`src/rtl/div_pkg.sv`:
```
// ---------------------------------------------------------------------------
// div_pkg : shared FSM state type and default widths for the div_seq divider
// Revision: 1.0
// ---------------------------------------------------------------------------
`default_nettype none

package div_pkg;

  localparam int N_WIDTH_DEF = 43;
  localparam int D_WIDTH_DEF = 18;

  typedef enum logic [1:0] {
    ST_IDLE = 2'd0,
    ST_CALC = 2'd1,
    ST_DONE = 2'd2
  } state_e;

endpackage : div_pkg

`default_nettype wire

```
`src/rtl/div_step.sv`:
```
// ---------------------------------------------------------------------------
// div_step : one restoring-division step (shift in a bit, trial subtract, select)
// Revision: 1.0
// ---------------------------------------------------------------------------
`default_nettype none

module div_step #(
  parameter int D_WIDTH = 18
) (
  input  logic [D_WIDTH:0] rem_i,
  input  logic             bit_i,
  input  logic [D_WIDTH:0] dvs_i,
  output logic [D_WIDTH:0] rem_o,
  output logic             q_o
);

  logic [D_WIDTH+1:0] shifted;
  logic [D_WIDTH+1:0] diff;

  assign shifted = {rem_i, bit_i};
  assign diff    = shifted - {1'b0, dvs_i};

  // No borrow out of the trial subtraction means the divisor fits.
  assign q_o   = ~diff[D_WIDTH+1];
  assign rem_o = q_o ? diff[D_WIDTH:0] : shifted[D_WIDTH:0];

endmodule : div_step

`default_nettype wire

```
`src/rtl/div_seq.sv`:
```
// ---------------------------------------------------------------------------
// div_seq : sequential signed restoring divider, one quotient bit per cycle,
//           valid/ready handshakes on both sides, fixed N_WIDTH-cycle latency
// Revision: 1.0
// ---------------------------------------------------------------------------
`default_nettype none

module div_seq
  import div_pkg::*;
#(
  parameter int N_WIDTH = N_WIDTH_DEF,
  parameter int D_WIDTH = D_WIDTH_DEF
) (
  input  logic                      clk_i,
  input  logic                      arst_n_i,
  input  logic                      valid_i,
  output logic                      ready_o,
  input  logic signed [N_WIDTH-1:0] dividend_i,
  input  logic signed [D_WIDTH-1:0] divisor_i,
  output logic                      valid_o,
  input  logic                      ready_i,
  output logic signed [N_WIDTH-1:0] quot_o,
  output logic signed [D_WIDTH-1:0] rem_o,
  output logic                      dz_o,
  output logic                      ovf_o
);

  localparam int            CW       = $clog2(N_WIDTH + 1);
  localparam logic [CW-1:0] CNT_LOAD = CW'(N_WIDTH);
  localparam logic [CW-1:0] CNT_LAST = CW'(1);

  // Control and output registers (reset)
  state_e                    state_q, state_d;
  logic [CW-1:0]             cnt_q, cnt_d;
  logic signed [N_WIDTH-1:0] quot_q, quot_d;
  logic signed [D_WIDTH-1:0] rem_q, rem_d;
  logic                      dz_q, dz_d;
  logic                      ovf_q, ovf_d;

  // Datapath working registers (no reset)
  logic [N_WIDTH-1:0]        acc_q;
  logic [D_WIDTH:0]          prem_q;
  logic [D_WIDTH:0]          dvs_q;
  logic                      qneg_q;
  logic                      rneg_q;
  logic                      dz_pend_q;
  logic                      ovf_pend_q;
  logic [D_WIDTH-1:0]        dvd_lo_q;

  logic                      accept;
  logic [N_WIDTH-1:0]        dvd_mag;
  logic [D_WIDTH:0]          dvs_ext;
  logic [D_WIDTH:0]          dvs_mag;
  logic                      is_dz;
  logic                      is_ovf;
  logic [D_WIDTH:0]          step_rem;
  logic                      step_q;
  logic [N_WIDTH-1:0]        q_mag;
  logic [D_WIDTH-1:0]        r_mag;

  assign ready_o = (state_q == ST_IDLE);
  assign valid_o = (state_q == ST_DONE);
  assign accept  = valid_i & ready_o;

  // Divisor magnitude needs one extra bit so the most negative value negates cleanly.
  assign dvd_mag = dividend_i[N_WIDTH-1] ? $unsigned(-dividend_i) : $unsigned(dividend_i);
  assign dvs_ext = {divisor_i[D_WIDTH-1], divisor_i};
  assign dvs_mag = dvs_ext[D_WIDTH] ? ({(D_WIDTH+1){1'b0}} - dvs_ext) : dvs_ext;

  assign is_dz  = (divisor_i == '0);
  assign is_ovf = (dividend_i == {1'b1, {(N_WIDTH-1){1'b0}}}) && (divisor_i == '1);

  div_step #(
    .D_WIDTH (D_WIDTH)
  ) u_step (
    .rem_i (prem_q),
    .bit_i (acc_q[N_WIDTH-1]),
    .dvs_i (dvs_q),
    .rem_o (step_rem),
    .q_o   (step_q)
  );

  assign q_mag = {acc_q[N_WIDTH-2:0], step_q};
  assign r_mag = step_rem[D_WIDTH-1:0];

  always_comb begin
    state_d = state_q;
    cnt_d   = cnt_q;
    quot_d  = quot_q;
    rem_d   = rem_q;
    dz_d    = dz_q;
    ovf_d   = ovf_q;
    case (state_q)
      ST_IDLE: begin
        if (valid_i) begin
          state_d = ST_CALC;
          cnt_d   = CNT_LOAD;
        end
      end
      ST_CALC: begin
        cnt_d = cnt_q - CNT_LAST;
        if (cnt_q == CNT_LAST) begin
          state_d = ST_DONE;
          dz_d    = dz_pend_q;
          ovf_d   = ovf_pend_q;
          if (dz_pend_q) begin
            quot_d = '1;
            rem_d  = dvd_lo_q;
          end else begin
            quot_d = qneg_q ? -q_mag : q_mag;
            rem_d  = rneg_q ? -r_mag : r_mag;
          end
        end
      end
      ST_DONE: begin
        if (ready_i) begin
          state_d = ST_IDLE;
        end
      end
      default: begin
        state_d = ST_IDLE;
      end
    endcase
  end

  always_ff @(posedge clk_i or negedge arst_n_i) begin
    if (!arst_n_i) begin
      state_q <= ST_IDLE;
      cnt_q   <= '0;
      quot_q  <= '0;
      rem_q   <= '0;
      dz_q    <= 1'b0;
      ovf_q   <= 1'b0;
    end else begin
      state_q <= state_d;
      cnt_q   <= cnt_d;
      quot_q  <= quot_d;
      rem_q   <= rem_d;
      dz_q    <= dz_d;
      ovf_q   <= ovf_d;
    end
  end

  // Operands are captured once at accept; later input changes are ignored.
  always_ff @(posedge clk_i) begin
    if (accept) begin
      acc_q      <= dvd_mag;
      prem_q     <= '0;
      dvs_q      <= dvs_mag;
      qneg_q     <= dividend_i[N_WIDTH-1] ^ divisor_i[D_WIDTH-1];
      rneg_q     <= dividend_i[N_WIDTH-1];
      dz_pend_q  <= is_dz;
      ovf_pend_q <= is_ovf;
      dvd_lo_q   <= dividend_i[D_WIDTH-1:0];
    end else if (state_q == ST_CALC) begin
      acc_q  <= q_mag;
      prem_q <= step_rem;
    end
  end

  assign quot_o = quot_q;
  assign rem_o  = rem_q;
  assign dz_o   = dz_q;
  assign ovf_o  = ovf_q;

endmodule : div_seq

`default_nettype wire

```
`config.mk`:
```
export PLATFORM = sky130hd
export DESIGN_NAME = div_seq
export DESIGN_NICKNAME = d
export VERILOG_FILES = /design/src/rtl/div_pkg.sv /design/src/rtl/div_step.sv /design/src/rtl/div_seq.sv
export SDC_FILE = /design/constraint.sdc
export NUM_CORES = 1
export LEC_CHECK = 0
export ABC_AREA = 1
export CAP_MARGIN = 20
export CORE_MARGIN = 2
export CORE_UTILIZATION = 25
export DETAILED_ROUTE_END_ITERATION = 8
export GPL_TIMING_DRIVEN = 0
export PLACE_DENSITY_LB_ADDON = 0.25
export SLEW_MARGIN = 20
export SYNTH_ARGS = -nofsm -noshare
export SYNTH_HDL_FRONTEND = slang
export SYNTH_SLANG_ARGS = --single-unit
```
`constraint.sdc`:
```
create_clock -name clk_i -period 6 [get_ports clk_i]
set_input_delay 1.2 -clock clk_i [delete_from_list [all_inputs] [get_ports clk_i]]
set_output_delay 1.2 -clock clk_i [all_outputs]
set_load 0.05 [all_outputs]
```
-- Yosys cells after proc, flatten, opt, wreduce, memory -nomap -nowiden
Cells that the tools add are included.
- add/sub/neg operators: 6
- magnitude comparators: 0
- shift operators: 0
- divide/modulo/power cells: 0
- $mul: 0
- bitwise logic cells: 3
- reductions and logical operators: 8
- muxes and demuxes: 15
- equality and inequality tests: 8
- operators with widths (operator ; count):
    43-bit 2-to-1 mux ; 5
    43-bit negator ; 2
    43-bit == test, second input constant ; 1
    18-bit 2-to-1 mux ; 2
    20-bit by 19-bit subtractor with 20-bit output ; 1
    19-bit 2-to-1 mux ; 1
    1-bit by 18-bit subtractor with 19-bit output, first input constant ; 1
    18-bit == test, second input constant ; 1
    18-bit zero test ; 1
    18-bit negator ; 1
    17-bit 2-to-1 mux ; 1
    6-bit case mux with 2 select lines ; 1
    6-bit by 1-bit == test with 1-bit output, second input constant ; 1
    2-bit 2-to-1 mux ; 3
    6-bit 2-to-1 mux ; 1
    2-bit case mux with 3 select lines ; 1
    6-bit by 1-bit subtractor with 6-bit output, second input constant ; 1
    2-bit != test, second input constant ; 2
    2-bit AND reduction ; 2
    2-bit nonzero test ; 2
    3-bit AND reduction ; 1
    2-bit by 1-bit == test with 1-bit output, second input constant ; 1
    2-bit == test, second input constant ; 1
    2-bit zero test ; 1
    5 further kinds ; 5
- bits in writable memories: 0
- bits in latches: 0
- bits in registers: 174
- bits in read-only memories: 0
- bits of input ports: 65
- memories kept: 0
- output and inout port bits: 65
- logic and storage cells: 55

-- Depth between registers and ports, before layout
Gate-level depths: netlist of the first run.
- depth in word-level cells: 5
- mapped depth: 26
- depth with buffers taken out: 25

-- Cells and area by module
A second synthesis of the first run with hierarchy kept.
- cell total of the unflattened synthesis: 1619
- area, all modules: 11657.4 um2
- modules (own cells, without submodules) (module ; sequential area each (um2) ; area an instance (um2) ; instances ; cells each):
    div_seq ; 4679.5 ; 10034.6 ; 1 ; 1299
    div_step ; 0.0 ; 1622.8 ; 1 ; 320

-- Worst setup path after synthesis of the first run
No wires, ideal clock.
- kind: flip-flop to flip-flop
- start: reg state_q[0]
- end: reg acc_q[0] (enable)
- stages on the path, launching flop included: 7
- setup slack: 2.438 ns
- data required time: 5.576 ns
- clock period less this slack: 3.562 ns
- data arrival time: 3.138 ns
- setup time: 0.424 ns
- buffers on the path: 1
- cells stage by stage: dfrtp_1 -> nor2_1 -> nand2_1 -> clkinv_1 -> nor2_1 -> inv_1 -> clkbuf_1
- longest elaborated chain between the ends: 3
- elaborated cells between the ends (all ways): 4
- RTL lines (element ; RTL line ; RTL):
    start: declaration ; div_seq.sv:33 ; state_e state_q, state_d;
    start signal: assignment ; div_seq.sv:135 ; state_q <= state_d;
    2-bit zero test ; div_seq.sv:61 ; assign ready_o = (state_q == ST_IDLE);
    via ready_o ; div_seq.sv:17 ; output logic ready_o,
    1-bit AND ; div_seq.sv:63 ; assign accept = valid_i & ready_o;
    2-bit nonzero test (no line) ; - ;
    end signal: assignment ; div_seq.sv:147 ; acc_q <= dvd_mag;
    end signal: assignment ; div_seq.sv:156 ; acc_q <= q_mag;
    end: declaration ; div_seq.sv:41 ; logic [N_WIDTH-1:0] acc_q;
The timed path passes the listed nets, and every way through them passes these cells.
A chain may end at the register's enable or synchronous reset.

-- Final worst setup path of the first run
- start: reg dvs_q[14]
- end: reg quot_q[40] (netlist: quot_o[40])
- longest elaborated chain between the ends: 5
- RTL lines (element ; RTL line ; RTL):
    start: declaration ; div_seq.sv:43 ; logic [D_WIDTH:0] dvs_q;
    start signal: assignment ; div_seq.sv:149 ; dvs_q <= dvs_mag;
    20-bit by 19-bit subtractor with 20-bit output ; div_step.sv:21 ; assign diff = shifted - {1'b0, dvs_i};
    1-bit NOT ; div_step.sv:24 ; assign q_o = ~diff[D_WIDTH+1];
    43-bit negator ; div_seq.sv:110 ; quot_d = qneg_q ? -q_mag : q_mag;
    43-bit 2-to-1 mux ; div_seq.sv:110 ;
    43-bit 2-to-1 mux ; div_seq.sv:106 ; if (dz_pend_q) begin
    end signal: assignment ; div_seq.sv:137 ; quot_q <= quot_d;
    end: declaration ; div_seq.sv:35 ; logic signed [N_WIDTH-1:0] quot_q, quot_d;
Every way passes these cells.

==> flow_metrics.py, run 1 <==
metrics = {
    "drt": {
        "drc": 0,
        "via_per_inst": 4.70,
        "first_pass_iters": 6,
        "wl_per_cell_um": 17.5,
        "vias": 10339,
        "detail-route-antenna-nets": 0,
        "first_iter_violations": 991,
        "routed_wl_um": 38500,
    },
    "finish": {
        "layout-drive-gt1-share_pct": 5.88,
        "fin_nets": 1694,
        "antenna_cells": 0,
        "final_core_util_pct": 31.6,
        "area_growth_syn_to_layout_pct": 24.2,
    },
    "floorplan": {
        "start_util_pct": 25.4,
        "fp-row-count": 76,
        "dieWidth_um": 214,
        "ioPinCount": 130,
        "die_h_um": 214,
        "die_area_um2": 45800,
        "fp.coreArea_um2": 43400,
    },
    "placement": {
        "detailed_place_hpwl_um": 30700,
        "place.gp.congestion": 0.870,
        "numPortBuffers": 129,
    },
    "sta": {
        "fin_crit_ns": 4.43,
        "setup_viol": 0,
        "relSlewSlack_pct": 25.4,
        "rsz0062_at_grt": "false",
        "drv_slew": 0,
        "hold_violations": 0,
        "skew_ns": 0.0120,
        "tns_ns": 0,
        "period_share_pct": 73.8,
        "max_slew.worst_pin.slew_ns": 1.11,
        "clock.fmax_mhz": 226,
    },
    "clock_tree": {
        "clockBufferDepth": 2,
        "cts.repair.resized": 0,
        "tritoncts": "done",
        "postCtsHoldBufs": 0,
        "cts-root-buf": "clkbuf_16",
        "numCtsBuffers": 17,
        "h-tree-depth": 4,
        "clk_transition_reported_paths_ns": 0.08,
        "cts_sinks": 174,
        "clock_latency_ns": 0.45,
        "cts_setup_buffers": 0,
    },
    "critical_path": {
        "crit_family": "simple AND/OR/NAND/NOR gates",
        "cpPeakStageDelay_ns": 0.38,
        "crit_required_ns": 6.34,
        "path_buf_inv": 3,
        "worst_ep_arrival_time_ns": 4.77,
        "critPathKind": "reg2reg",
        "cp-start-kind": "flip-flop",
        "end_kind": "flip-flop",
        "cp_slowest_cell": "nor3_1",
        "crit_top_cell": "a21oi_1",
        "cp_cell_sequence": "inv_1, ha_1, a21oi_1, nand2_1, a21oi_2, nand4_1, nand2_4, buf_6, ha_1, nand4_1, nor3_1, nand4_1, nor2_1, nand2_1, nor2_1, a21oi_1, a21oi_1, a21oi_1, o21ai_1, inv_1",
        "critPathMaxFanout": 10,
        "reg2reg_setup_slack_ns": 1.57,
    },
    "yosys": {
        "synth.cell_area_um2": 11000,
        "synthTopCellsByArea": "edfxtp_1, dfrtp_1, nand2_1",
        "yosys_warnings": 0,
        "synth_top_cell_area_share_pct": 22.9,
        "synthCells": 1452,
        "synth_nets": 1544,
        "yosys.cell_count.top_type": "nand2_1",
        "seq_area_frac_synth_pct": 42.4,
        "synth_common_cells": "nand2_1, inv_1, nor2_1",
        "synth_ff_type": "edfxtp_1",
        "async_reset_ff_share_pct": 40.8,
        "syn_area_per_cell_um2": 7.60,
        "ys_seq_elements": 174,
        "synth-edff-count": 84,
        "yosysTopAreaCell": "edfxtp_1",
        "synth_cell_types": 52,
    },
    "power": {
        "seq_power_share_pct": 30.0,
        "p_clk_share_pct": 15.0,
        "power_frac_comb_pct": 55.0,
        "leakage_nw": 6.11,
        "sw_frac_of_total_pct": 49.9,
        "powerDensity_nw_per_um2": 559,
        "peakVddDrop_mv": 0.245,
        "p_switching_mw": 3.82,
        "internal_power_mw": 3.84,
    },
    "global_routing": {
        "grt.overflow.total": 0,
        "track_usage_pct": 16.8,
        "antenna_found_initial": 0,
        "first_global_vias": 9973,
        "grt_max_degree": 51,
        "grt_first_pass_wirelength_um": 59300,
    },
    "job": {
        "drv_cap": 0,
    },
    "outcome": {
        "status": "finished, final reports clean",
    },
    "hold_path": {
        "min_path_type": "reg2reg",
    },
}
[worst register-to-register path: cells and delay by family, from the launching register on]
family / cells / cell delay [ns]
AND/OR/NAND/NOR: 9 / 1.96
buffers and inverters: 3 / 0.30
adder cells (fa/ha/maj): 2 / 0.57
flip-flops: 1 / 0.37
AO/OA/AOI/OAI: 6 / 1.12
[layout by cell type, fill, tap and decap left out, types with 26 or more instances in the layout]
cell type / count
a21oi_1: 38
nand2_1: 342
dfrtp_1: 71
nand3_1: 119
nor3_1: 35
xor2_1: 55
nor2_1: 142
clkbuf_1: 29
ha_1: 26
clkdlybuf4s50_1: 128
o22ai_1: 30
inv_1: 187
edfxtp_1: 84
o21ai_0: 84
xnor2_1: 28
[logic make-up (layout without fill, tap and decap cells)]
group / after synthesis / in the layout / synth area share (%)
and+or+nand+nor: 721 / 721 / 28.8
adders and majority gates: 27 / 27 / 3.13
AOI/OAI and AO/OA: 206 / 206 / 10.6
DFF: 174 / 174 / 42.4
xor gates and xnor gates: 83 / 83 / 6.59
other: 1 / 1 / 0.0340
buffers and inverters: 240 / 403 / 8.43
[final timing paths]
path	startpoint	end	cells past startpoint
min in group asynchronous	arst_n_i	quot_o[11]	1
worst max-delay path	dvs_q[14]	quot_o[40]	20
max in group asynchronous	arst_n_i	cnt_q[2]	2
worst min register to register	ovf_pend_q	ovf_o	2
worst max register to register	dvs_q[14]	quot_o[40]	20
worst min-delay path	ovf_pend_q	ovf_o	2
[routing by layer]
metal	part of all wire (%)	up-vias	GRT usage [%]	routed length, um
li1	-	5103	-	-
met1	49	4840	24.1	18700
met2	43	354	26.0	16700
met3	5.7	42	2.71	2180
met4	2.2	0	5.02	860
met5	0	-	0	0
[power groups by stage]
stage / logic (mW) / clock network (mW) / registers [mW]
floorplan: 2.31 / 0 / 2.85
global route: 4.70 / 1.21 / 2.36
finish: 4.21 / 1.15 / 2.30
CTS: 4.24 / 1.18 / 2.30
global placement: 4.18 / 0 / 2.33
detailed placement: 4.23 / 0 / 2.33
[state kept, by name, summed over array words and instances (netlist names)]
name,count
dz_pend_q,1
qneg_q,1
dz_o,1
state_q,2
ovf_o,1
prem_q,19
dvd_lo_q,18
rem_o,18
dvs_q,19
ovf_pend_q,1
cnt_q,6
acc_q,43
rneg_q,1
quot_o,43
[through the flow]
stage | hold WS [ns] | total power, mW | instances | cell area [um2] | setup WS, ns
final | 0.483 | 7.66 | 2200 | 13700 | 1.57
after global placement | 0.459 | 6.51 | 2166 | 13100 | 0.640
after CTS | 0.492 | 7.72 | 2200 | 13700 | 1.55
after global routing | 0.519 | 8.27 | 2200 | 13700 | 1.05
after detailed placement | 0.473 | 6.55 | 2168 | 13100 | 1.33
after floorplan | 0.426 | 5.16 | 1452 | 11000 | 2.44
[cell type report]
cell class / instances / area, um2
Tap cell: 585 / 732
Sequential cell: 174 / 4680
Fill cell: 4720 / 29700
Buffer: 45 / 205
Timing Repair Buffer: 131 / 1340
Clock inverter: 15 / 168
Inverter: 195 / 732
Clock buffer: 17 / 425
Multi-Input combinational cell: 1038 / 5420
(Power assumes the default switching activity.)
==> inputs of run 2 (changes only) <==
- clock period: 6 -> 3.7 ns (I/O delays scaled with it)
==> run 2 against run 1 <==
Against the previous run: non-clock buffer count up 14; fmax up 26%; core utilization up 1.0 points; final cell count up 0.64%; sequential cell count unchanged; via count up 0.45%; sequential share of layout area down 1.1 points.
==> flow_metrics.py, run 2 (synthesis gave the netlist of run 1 again) <==
metrics = {
    "outcome": {
        "status": "finished, final reports clean",
    },
    "placement": {
        "detailed_place_hpwl_um": 30700,
        "dp_cells": 2168,
        "place.gp.congestion": 0.870,
        "numPortBuffers": 129,
    },
    "critical_path": {
        "reg2reg_depth": 22,
        "crit_family": "simple AND/OR/NAND/NOR gates",
        "cp_slowest_cell": "edfxtp_1",
        "cpPeakStageDelay_ns": 0.38,
        "reg2reg_setup_slack_ns": 0.19,
        "path_buf_inv": 3,
        "timing.rr.start": "dvs_q[12]",
        "worst_ep_arrival_time_ns": 3.85,
        "crit_required_ns": 4.04,
        "critPathKind": "reg2reg",
        "r2r_end": "quot_o[40]",
        "critPathMaxFanout": 5,
        "cp_cell_sequence": "inv_2, ha_4, nand2_1, nand2_1, nand2_1, nand2_2, a21oi_4, nand4_1, nand2_4, buf_12, ha_4, nand4_1, nor3_4, nand4_1, nor2_2, nand2_2, nor2_4, a21oi_2, a21oi_2, a21oi_1, o21ai_1, inv_1",
        "end_kind": "flip-flop",
        "cp-start-kind": "flip-flop",
    },
    "sta": {
        "relSlewSlack_pct": 41.5,
        "drv_slew": 0,
        "hold_violations": 0,
        "skew_ns": 0.0121,
        "period_share_pct": 94.8,
        "clock.fmax_mhz": 285,
        "tns_ns": 0,
        "max_slew.worst_pin.slew_ns": 0.877,
        "fin_crit_ns": 3.51,
        "setup_viol": 0,
        "rsz0062_at_grt": "true",
    },
    "clock_tree": {
        "h-tree-depth": 4,
        "tritoncts": "done",
        "cts-root-buf": "clkbuf_16",
        "clk_transition_reported_paths_ns": 0.08,
        "clock_latency_ns": 0.45,
        "cts_sinks": 174,
        "postCtsHoldBufs": 0,
        "numCtsBuffers": 17,
        "clockBufferDepth": 2,
    },
    "finish": {
        "fill_cells": 4683,
        "regArea_um2": 4680,
        "mostFrequentLayoutCells": "nand2_1, inv_1, nor2_1",
        "area_growth_syn_to_layout_pct": 28.3,
        "antenna_cells": 0,
        "multiInputGateArea_um2": 5760,
        "layout-drive-gt1-share_pct": 9.94,
        "fin_nets": 1708,
        "final_common_cell": "nand2_1",
        "layoutNonFillerInstCount": 2214,
    },
    "global_routing": {
        "antenna_found_initial": 0,
        "grt_max_degree": 51,
        "grt.overflow.total": 0,
        "first_global_vias": 10005,
        "grt_first_pass_wirelength_um": 59600,
        "track_usage_pct": 16.9,
    },
    "drt": {
        "via_per_inst": 4.69,
        "wl_per_cell_um": 17.5,
        "detail-route-antenna-nets": 0,
        "vias": 10386,
        "first_pass_iters": 5,
        "routed_wl_um": 38900,
        "drc": 0,
        "first_iter_violations": 914,
    },
    "power": {
        "p_total_mw": 12.9,
        "powerDensity_nw_per_um2": 912,
        "leakage_nw": 6.21,
        "peakVddDrop_mv": 0.415,
    },
    "hold_path": {
        "min_path_type": "in2async",
    },
    "floorplan": {
        "fp-row-count": 76,
        "dieWidth_um": 214,
        "start_util_pct": 25.4,
        "die_area_um2": 45800,
        "ioPinCount": 130,
        "die_h_um": 214,
        "fp.coreArea_um2": 43400,
    },
    "job": {
        "drv_cap": 0,
    },
}
[run 2: stage by stage]
stage	instance area, um2	setup WS [ns]	util [%]	hold slack (ns)
6_report	14200	0.191	32.6	0.257
3_3_place_gp	13100	-1.20	30.1	0.459
5_1_grt	14200	-0.0493	32.6	0.288
2_1_floorplan	11000	0.138	-	0.426
4_1_cts	13900	0.00435	32.1	0.263
3_5_place_dp	13100	-0.729	30.2	0.473
[run 2: where the power goes]
| group | switching [mW] | leakage [nW] | total (mW) | internal [mW] |
|---|---|---|---|---|
| combinational | 4.67 | 4.01 | 7.25 | 2.58 |
| clock | 0.899 | 0.291 | 1.86 | 0.964 |
| sequential | 0.805 | 1.91 | 3.79 | 2.99 |
[run 2: repair_timing]
item	CTS	global route
setup endpoints to repair	14	29
gates resized for setup	27	40
pin swaps	8	16
buffers inserted	3	11
[run 2: how the worst max path moves through the flow]
stage                          start          to  cells after the start
after floorplan           state_q[0]    acc_q[0]                      6
after global placement       valid_i   acc_q[13]                      6
after detailed placement  prem_q[11]  quot_o[40]                     21
after CTS                 prem_q[11]  quot_o[40]                     22
after global routing        dvs_q[8]  quot_o[40]                     22
final                      dvs_q[12]  quot_o[40]                     22
[run 2: area by class of cell]
type | instances | area share (%)
Tap cell | 585 | 5.17
Clock inverter | 15 | 1.18
Multi-Input combinational cell | 1038 | 40.7
Sequential cell | 174 | 33.1
Buffer | 45 | 1.51
Timing Repair Buffer | 145 | 10.2
Clock buffer | 17 | 3.01
Inverter | 195 | 5.17
[run 2: per-layer routing]
| layer | part of all wire (%) | vias up | global-route usage (%) |
|---|---|---|---|
| li1 | - | 5120 | - |
| met2 | 44 | 315 | 26.0 |
| met3 | 5.8 | 41 | 2.72 |
| met1 | 48 | 4910 | 24.2 |
| met4 | 2.2 | 0 | 5.12 |
| met5 | 0 | - | 0 |
